<file path="config.mk">
export PLATFORM = sky130hd
export DESIGN_NAME = srpt_fetch_issue
export DESIGN_NICKNAME = d
export VERILOG_FILES = /design/src/rtl/srpt_fetch_issue.sv
export SDC_FILE = /design/constraint.sdc
export NUM_CORES = 1
export LEC_CHECK = 0
export ABC_CLOCK_PERIOD_IN_PS = 9600
export CAP_MARGIN = 25
export CORE_ASPECT_RATIO = 1.4
export CORE_MARGIN = 2
export CORE_UTILIZATION = 35
export CTS_BUF_LIST = sky130_fd_sc_hd__clkbuf_4 sky130_fd_sc_hd__clkbuf_8
export DETAILED_ROUTE_END_ITERATION = 10
export PLACE_DENSITY = 0.56
export SLEW_MARGIN = 20
export SYNTH_ARGS = -nofsm -noshare
export SYNTH_HDL_FRONTEND = slang
export SYNTH_SLANG_ARGS = --single-unit
</file>
<file path="constraint.sdc">
create_clock -name ap_clk -period 9.6 [get_ports ap_clk]
set_input_delay 2.4 -clock ap_clk [delete_from_list [all_inputs] [get_ports ap_clk]]
set_output_delay 2.4 -clock ap_clk [all_outputs]
set_load 0.01 [all_outputs]
</file>
<file path="src/rtl/srpt_fetch_issue.sv">
// srpt_fetch_issue: turns SRPT fetch-queue entries into tagged cache-block DMA
// reads and turns each read completion into an SRPT_DBUFF_UPDATE notification.
module srpt_fetch_issue #(
  parameter int unsigned MAX_OUTSTANDING = 16,
  parameter int unsigned TAG_WIDTH       = 4
) (
  input  logic                    ap_clk,
  input  logic                    ap_rst_n,
  input  logic                    ap_ce,
  input  logic                    ap_start,
  input  logic                    fetch_in_empty_i,
  output logic                    fetch_in_read_en_o,
  input  logic [98:0]             fetch_in_data_i,
  output logic                    dma_r_req_valid_o,
  input  logic                    dma_r_req_ready_i,
  output logic [52+TAG_WIDTH-1:0] dma_r_req_data_o,
  input  logic                    dma_r_resp_valid_i,
  output logic                    dma_r_resp_ready_o,
  input  logic [TAG_WIDTH-1:0]    dma_r_resp_tag_i,
  output logic                    dbuff_notif_valid_o,
  input  logic                    dbuff_notif_ready_i,
  output logic [98:0]             dbuff_notif_data_o,
  output logic [TAG_WIDTH:0]      outstanding_o,
  output logic                    err_o,
  output logic                    ap_idle,
  output logic                    ap_done,
  output logic                    ap_ready
);

  localparam int unsigned CNT_W = TAG_WIDTH + 1;
  localparam int unsigned LEN_W = 7;
  localparam int unsigned OFF_W = 20;
  localparam logic [OFF_W-1:0] BLOCK_BYTES       = 20'd64;
  localparam logic [2:0]       PRIO_DBUFF_UPDATE = 3'b001;

  typedef struct packed {
    logic [9:0]       rsvd_hi;
    logic [2:0]       prio;
    logic [19:0]      granted;
    logic [OFF_W-1:0] dbuffered;
    logic [19:0]      remaining;
    logic             rsvd_lo;
    logic [8:0]       dbuff_id;
    logic [15:0]      rpc_id;
  } entry_t;

  typedef struct packed {
    logic [LEN_W-1:0]     len;
    logic [OFF_W-1:0]     offset;
    logic [8:0]           dbuff_id;
    logic [15:0]          rpc_id;
    logic [TAG_WIDTH-1:0] tag;
  } req_t;

  typedef enum logic {IDLE, REQ} state_t;

  state_t                     state, state_nxt;
  entry_t                     entry;
  entry_t                     notif_q, notif_next;
  req_t                       req_q, req_next;
  logic [MAX_OUTSTANDING-1:0] busy, alloc_vec, free_vec;
  logic [TAG_WIDTH-1:0]       free_tag;
  logic [LEN_W-1:0]           req_len;
  logic                       en, any_free, pop, alloc, req_done;
  logic                       resp_hs, resp_hit, resp_miss;
  logic                       unused_entry_bits;

  logic [15:0]      slot_rpc   [MAX_OUTSTANDING];
  logic [8:0]       slot_dbuff [MAX_OUTSTANDING];
  logic [OFF_W-1:0] slot_off   [MAX_OUTSTANDING];
  logic [LEN_W-1:0] slot_len   [MAX_OUTSTANDING];

  assign entry             = entry_t'(fetch_in_data_i);
  assign unused_entry_bits = ^{entry.rsvd_hi, entry.prio, entry.granted, entry.rsvd_lo};
  assign en                = ap_ce & ap_start;
  assign any_free          = ~(&busy);
  assign req_len           = (entry.remaining >= BLOCK_BYTES) ? LEN_W'(BLOCK_BYTES)
                                                              : entry.remaining[LEN_W-1:0];

  assign dma_r_resp_ready_o = !dbuff_notif_valid_o || dbuff_notif_ready_i;
  assign resp_hs   = en && dma_r_resp_valid_i && dma_r_resp_ready_o;
  assign resp_hit  = resp_hs && busy[dma_r_resp_tag_i];
  assign resp_miss = resp_hs && !busy[dma_r_resp_tag_i];

  assign alloc_vec = alloc ? (MAX_OUTSTANDING'(1) << free_tag) : '0;
  assign free_vec  = resp_hit ? (MAX_OUTSTANDING'(1) << dma_r_resp_tag_i) : '0;

  assign fetch_in_read_en_o = pop;
  assign dma_r_req_data_o   = req_q;
  assign dbuff_notif_data_o = notif_q;
  assign ap_idle  = (state == IDLE) && (outstanding_o == '0) && !dbuff_notif_valid_o;
  assign ap_done  = 1'b1;
  assign ap_ready = 1'b1;

  // Lowest-numbered free tag, taken from the mask registered at cycle start
  always_comb begin
    free_tag = '0;
    for (int i = int'(MAX_OUTSTANDING) - 1; i >= 0; i--) begin
      if (!busy[i]) free_tag = TAG_WIDTH'(i);
    end
  end

  // Issue FSM: pop/allocate in IDLE, hold the request in REQ until accepted
  always_comb begin
    state_nxt = state;
    pop       = 1'b0;
    alloc     = 1'b0;
    req_done  = 1'b0;
    case (state)
      IDLE: begin
        if (en && !fetch_in_empty_i) begin
          if (entry.remaining == '0) begin
            pop = 1'b1;
          end else if (any_free) begin
            pop       = 1'b1;
            alloc     = 1'b1;
            state_nxt = REQ;
          end
        end
      end
      REQ: begin
        if (en && dma_r_req_ready_i) begin
          req_done  = 1'b1;
          state_nxt = IDLE;
        end
      end
      default: state_nxt = IDLE;
    endcase
  end

  // Request and notification payloads
  always_comb begin
    req_next          = '0;
    req_next.len      = req_len;
    req_next.offset   = entry.dbuffered;
    req_next.dbuff_id = entry.dbuff_id;
    req_next.rpc_id   = entry.rpc_id;
    req_next.tag      = free_tag;

    notif_next           = '0;
    notif_next.rpc_id    = slot_rpc[dma_r_resp_tag_i];
    notif_next.dbuff_id  = slot_dbuff[dma_r_resp_tag_i];
    notif_next.dbuffered = slot_off[dma_r_resp_tag_i] + OFF_W'(slot_len[dma_r_resp_tag_i]);
    notif_next.prio      = PRIO_DBUFF_UPDATE;
  end

  // FSM state register
  always_ff @(posedge ap_clk or negedge ap_rst_n) begin
    if (!ap_rst_n) state <= IDLE;
    else           state <= state_nxt;
  end

  // Outgoing DMA read request
  always_ff @(posedge ap_clk or negedge ap_rst_n) begin
    if (!ap_rst_n) begin
      dma_r_req_valid_o <= 1'b0;
      req_q             <= '0;
    end else if (alloc) begin
      dma_r_req_valid_o <= 1'b1;
      req_q             <= req_next;
    end else if (req_done) begin
      dma_r_req_valid_o <= 1'b0;
    end
  end

  // Per-tag context; only meaningful while the tag is busy, so no reset
  always_ff @(posedge ap_clk) begin
    if (alloc) begin
      slot_rpc[free_tag]   <= entry.rpc_id;
      slot_dbuff[free_tag] <= entry.dbuff_id;
      slot_off[free_tag]   <= entry.dbuffered;
      slot_len[free_tag]   <= req_len;
    end
  end

  // Tag occupancy, in-flight count and sticky spurious-completion flag
  always_ff @(posedge ap_clk or negedge ap_rst_n) begin
    if (!ap_rst_n) begin
      busy          <= '0;
      outstanding_o <= '0;
      err_o         <= 1'b0;
    end else begin
      busy          <= (busy | alloc_vec) & ~free_vec;
      outstanding_o <= outstanding_o + CNT_W'(alloc) - CNT_W'(resp_hit);
      if (resp_miss) err_o <= 1'b1;
    end
  end

  // Completion notification toward the SRPT scheduler
  always_ff @(posedge ap_clk or negedge ap_rst_n) begin
    if (!ap_rst_n) begin
      dbuff_notif_valid_o <= 1'b0;
      notif_q             <= '0;
    end else if (resp_hit) begin
      dbuff_notif_valid_o <= 1'b1;
      notif_q             <= notif_next;
    end else if (en && dbuff_notif_ready_i) begin
      dbuff_notif_valid_o <= 1'b0;
    end
  end

endmodule

</file>
==> impl_metrics.json <==
{
  "numPortBuffers": 189,
  "p_leak_uw": 0.0147,
  "hold_path.class": "flip-flop to flip-flop",
  "postCtsSetupRepairBufs": 0,
  "ant_nets": 0,
  "root_buffer": "clkbuf_8",
  "syn_avg_cell_area_um2": 21.6,
  "clock_latency_ns": 0.83,
  "cts_buffers": 151,
  "timing.setup.critical_path_class": "primary input to output pin",
  "finClkSkew_ns": 0.0455,
  "worstMarginPinSlew_ns": 1.03,
  "io_pins": 279,
  "fmax_ghz": 0.136,
  "dp_worst_setup_slack_ns": 2.20,
  "totalPowerFinal_uw": 9750,
  "wl_mm": 92.3,
  "r2r_slack_ns": 5.62,
  "synth_top_family_by_area": "multiplexers",
  "cts.reportedPaths.clkPinSlew_ns": 0.06,
  "cap_violations": 0,
  "num-fill-cells": 9319,
  "first_pass_iters": 5,
  "fin_hold_ws_ns": 0.475,
  "via_count": 18400,
  "synth_simple_gate_area_frac": 0.0206,
  "final_common_cell": "edfxtp_1",
  "final_cell_mix": "832 x edfxtp_1, 244 x mux4_2, 184 x clkdlybuf4s50_1",
  "synth_fa_ha_area_frac": 0.00540,
  "synth-compound-area-share": 0.0193,
  "layout-drive-gt1-share": 0.299,
  "synthCells": 1743,
  "maxSlewViolCount": 0,
  "finalSetupTns_ns": 0,
  "synth_edf_count": 832,
  "ys_ff_latch": 959,
  "cts_buffer_depth": 3,
  "synth-async-reset-ratio": 0.132,
  "area_growth_pct": 17.8,
  "place_congestion": 0.773,
  "hpwl_mm": 49.9,
  "cts_resized": 0,
  "yosysSeqAreaShare": 0.750,
  "grt_util_all_layers": 0.171,
  "rows": 142,
  "synth_cell_types": 61,
  "start_kind": "primary input",
  "worstPathMaxFanout": 10,
  "via_per_inst": 5.09,
  "drc": 0,
  "fp.dieH_um": 392,
  "die_x_um": 281,
  "synth_area_um2": 37600,
  "worst_slack_ns": 2.26,
  "overflow": 0,
  "hold_buffers": 0,
  "status": "finished, final reports clean",
  "maxSlewHeadroom": 0.313,
  "cts-htree-levels": 4,
  "grt_first_pass_wirelength_mm": 134,
  "avgRoutedWirePerCell_um": 25.5,
  "drt_iter0_drc": 1358,
  "synth.mux.area_fraction": 0.175,
  "cts_tree": "yes",
  "grt_max_degree": 73,
  "setup_viol": 0,
  "fin_crit_ns": 7.34,
  "coreArea_um2": 107000,
  "critPathCaptureType": "output pin",
  "die-area_um2": 110000,
  "grt_setup_unrepaired": "false",
  "yosysWarningCount": 0,
  "clkSinkCount": 959,
  "max-vdd-ir-drop_mv": 0.125,
  "grt_pass1_vias": 19800,
  "crit_arrival_ns": 4.94,
  "final_nets": 2177,
  "antenna_found_initial": 1,
  "start_util": 0.352,
  "synthXorXnorAreaFrac": 0.00420,
  "powerDensity_nw_per_um2": 220,
  "synth-main-ff-cell": "edfxtp_1",
  "required_ns": 7.20,
  "hold_viol": 0,
  "min_period_over_period": 0.764
}
[worst max-delay path, cell delays in order]
cell and delay [ns]:
clkdlybuf4s50_1 0.41, nor4_1 0.27, and4_1 0.59, nand3_1 0.18, a31oi_1 0.44, clkdlybuf4s50_1 0.65
[logic make-up (layout without fill, tap and decap cells)]
| group | after synthesis | in the layout |
|---|---|---|
| compound gates | 103 | 103 |
| simple gates | 156 | 156 |
| xor+xnor | 18 | 18 |
| buf+inv | 158 | 539 |
| mux | 332 | 332 |
| fa+ha+maj | 15 | 15 |
| flops | 959 | 959 |
| other cells | 2 | 56 |
[cells in the mapped netlist, types with 21 or more instances]
| library cell | n | share of area |
|---|---|---|
| buf_4 | 59 | 0.012 |
| inv_1 | 22 | 0.0022 |
| edfxtp_1 | 832 | 0.67 |
| mux4_2 | 244 | 0.15 |
| nand2_1 | 58 | 0.0058 |
| mux2_2 | 77 | 0.023 |
| clkbuf_1 | 32 | 0.0032 |
| o21ai_0 | 21 | 0.0028 |
| nor2_1 | 27 | 0.0027 |
| buf_2 | 27 | 0.0036 |
| a22oi_1 | 23 | 0.0046 |
| dfrtp_1 | 127 | 0.085 |
[registers in the layout (all words and copies together), names as in the netlist]
name,cells
outstanding_o,5
slot_off,320
slot_len,112
slot_dbuff,144
busy,16
err_o,1
slot_rpc,256
dbuff_notif_data_o,46
dma_r_req_data_o,56
dma_r_req_valid_o,1
state,1
dbuff_notif_valid_o,1
[power breakdown]
| part | internal, µW | total, µW | switching (µW) |
|---|---|---|---|
| Combinational | 635 | 1230 | 592 |
| Sequential | 4760 | 4900 | 140 |
| Clock | 2020 | 3620 | 1610 |
[metal layers]
metal,up-vias,part of all wire,GRT usage
li1,7738,-,-
met1,9885,0.40,0.208
met2,615,0.53,0.300
met3,168,0.046,0.0341
met4,0,0.030,0.0630
met5,-,0,0
[layout make-up]
cell class                      instances  area (µm²)  share of cell area
Clock inverter                         59         493              0.0111
Inverter                               23        86.3             0.00195
Tap cell                             1440        1800              0.0407
Sequential cell                       959       28200               0.636
Multi-Input combinational cell        679        8750               0.198
Timing Repair Buffer                  237        2280              0.0515
Antenna cell                            1        2.50           0.0000565
Clock buffer                          220        2680              0.0606
[final timing paths]
| path | endpoint | start | cells after the start |
|---|---|---|---|
| min reg2reg | dbuff_notif_data_o[86] | dbuff_notif_data_o[86] | 1 |
| min in group asynchronous | dma_r_req_data_o[52] | ap_rst_n | 1 |
| max reg2reg | dbuff_notif_data_o[64] | slot_off[15][2] | 11 |
| max | fetch_in_read_en_o | fetch_in_data_i[33] | 6 |
| min | dbuff_notif_data_o[86] | dbuff_notif_data_o[86] | 1 |
| max in group asynchronous | dbuff_notif_data_o[3] | ap_rst_n | 2 |
[per-stage QoR]
step	cell area, µm²	cells	util
floorplan	37800	1796	-
global route	44300	3618	0.414
CTS	44200	3616	0.414
finish	44300	3618	0.414
global placement	41000	3336	0.384
detailed placement	41100	3337	0.385
No activity file was read; power rests on OpenSTA's default activity.
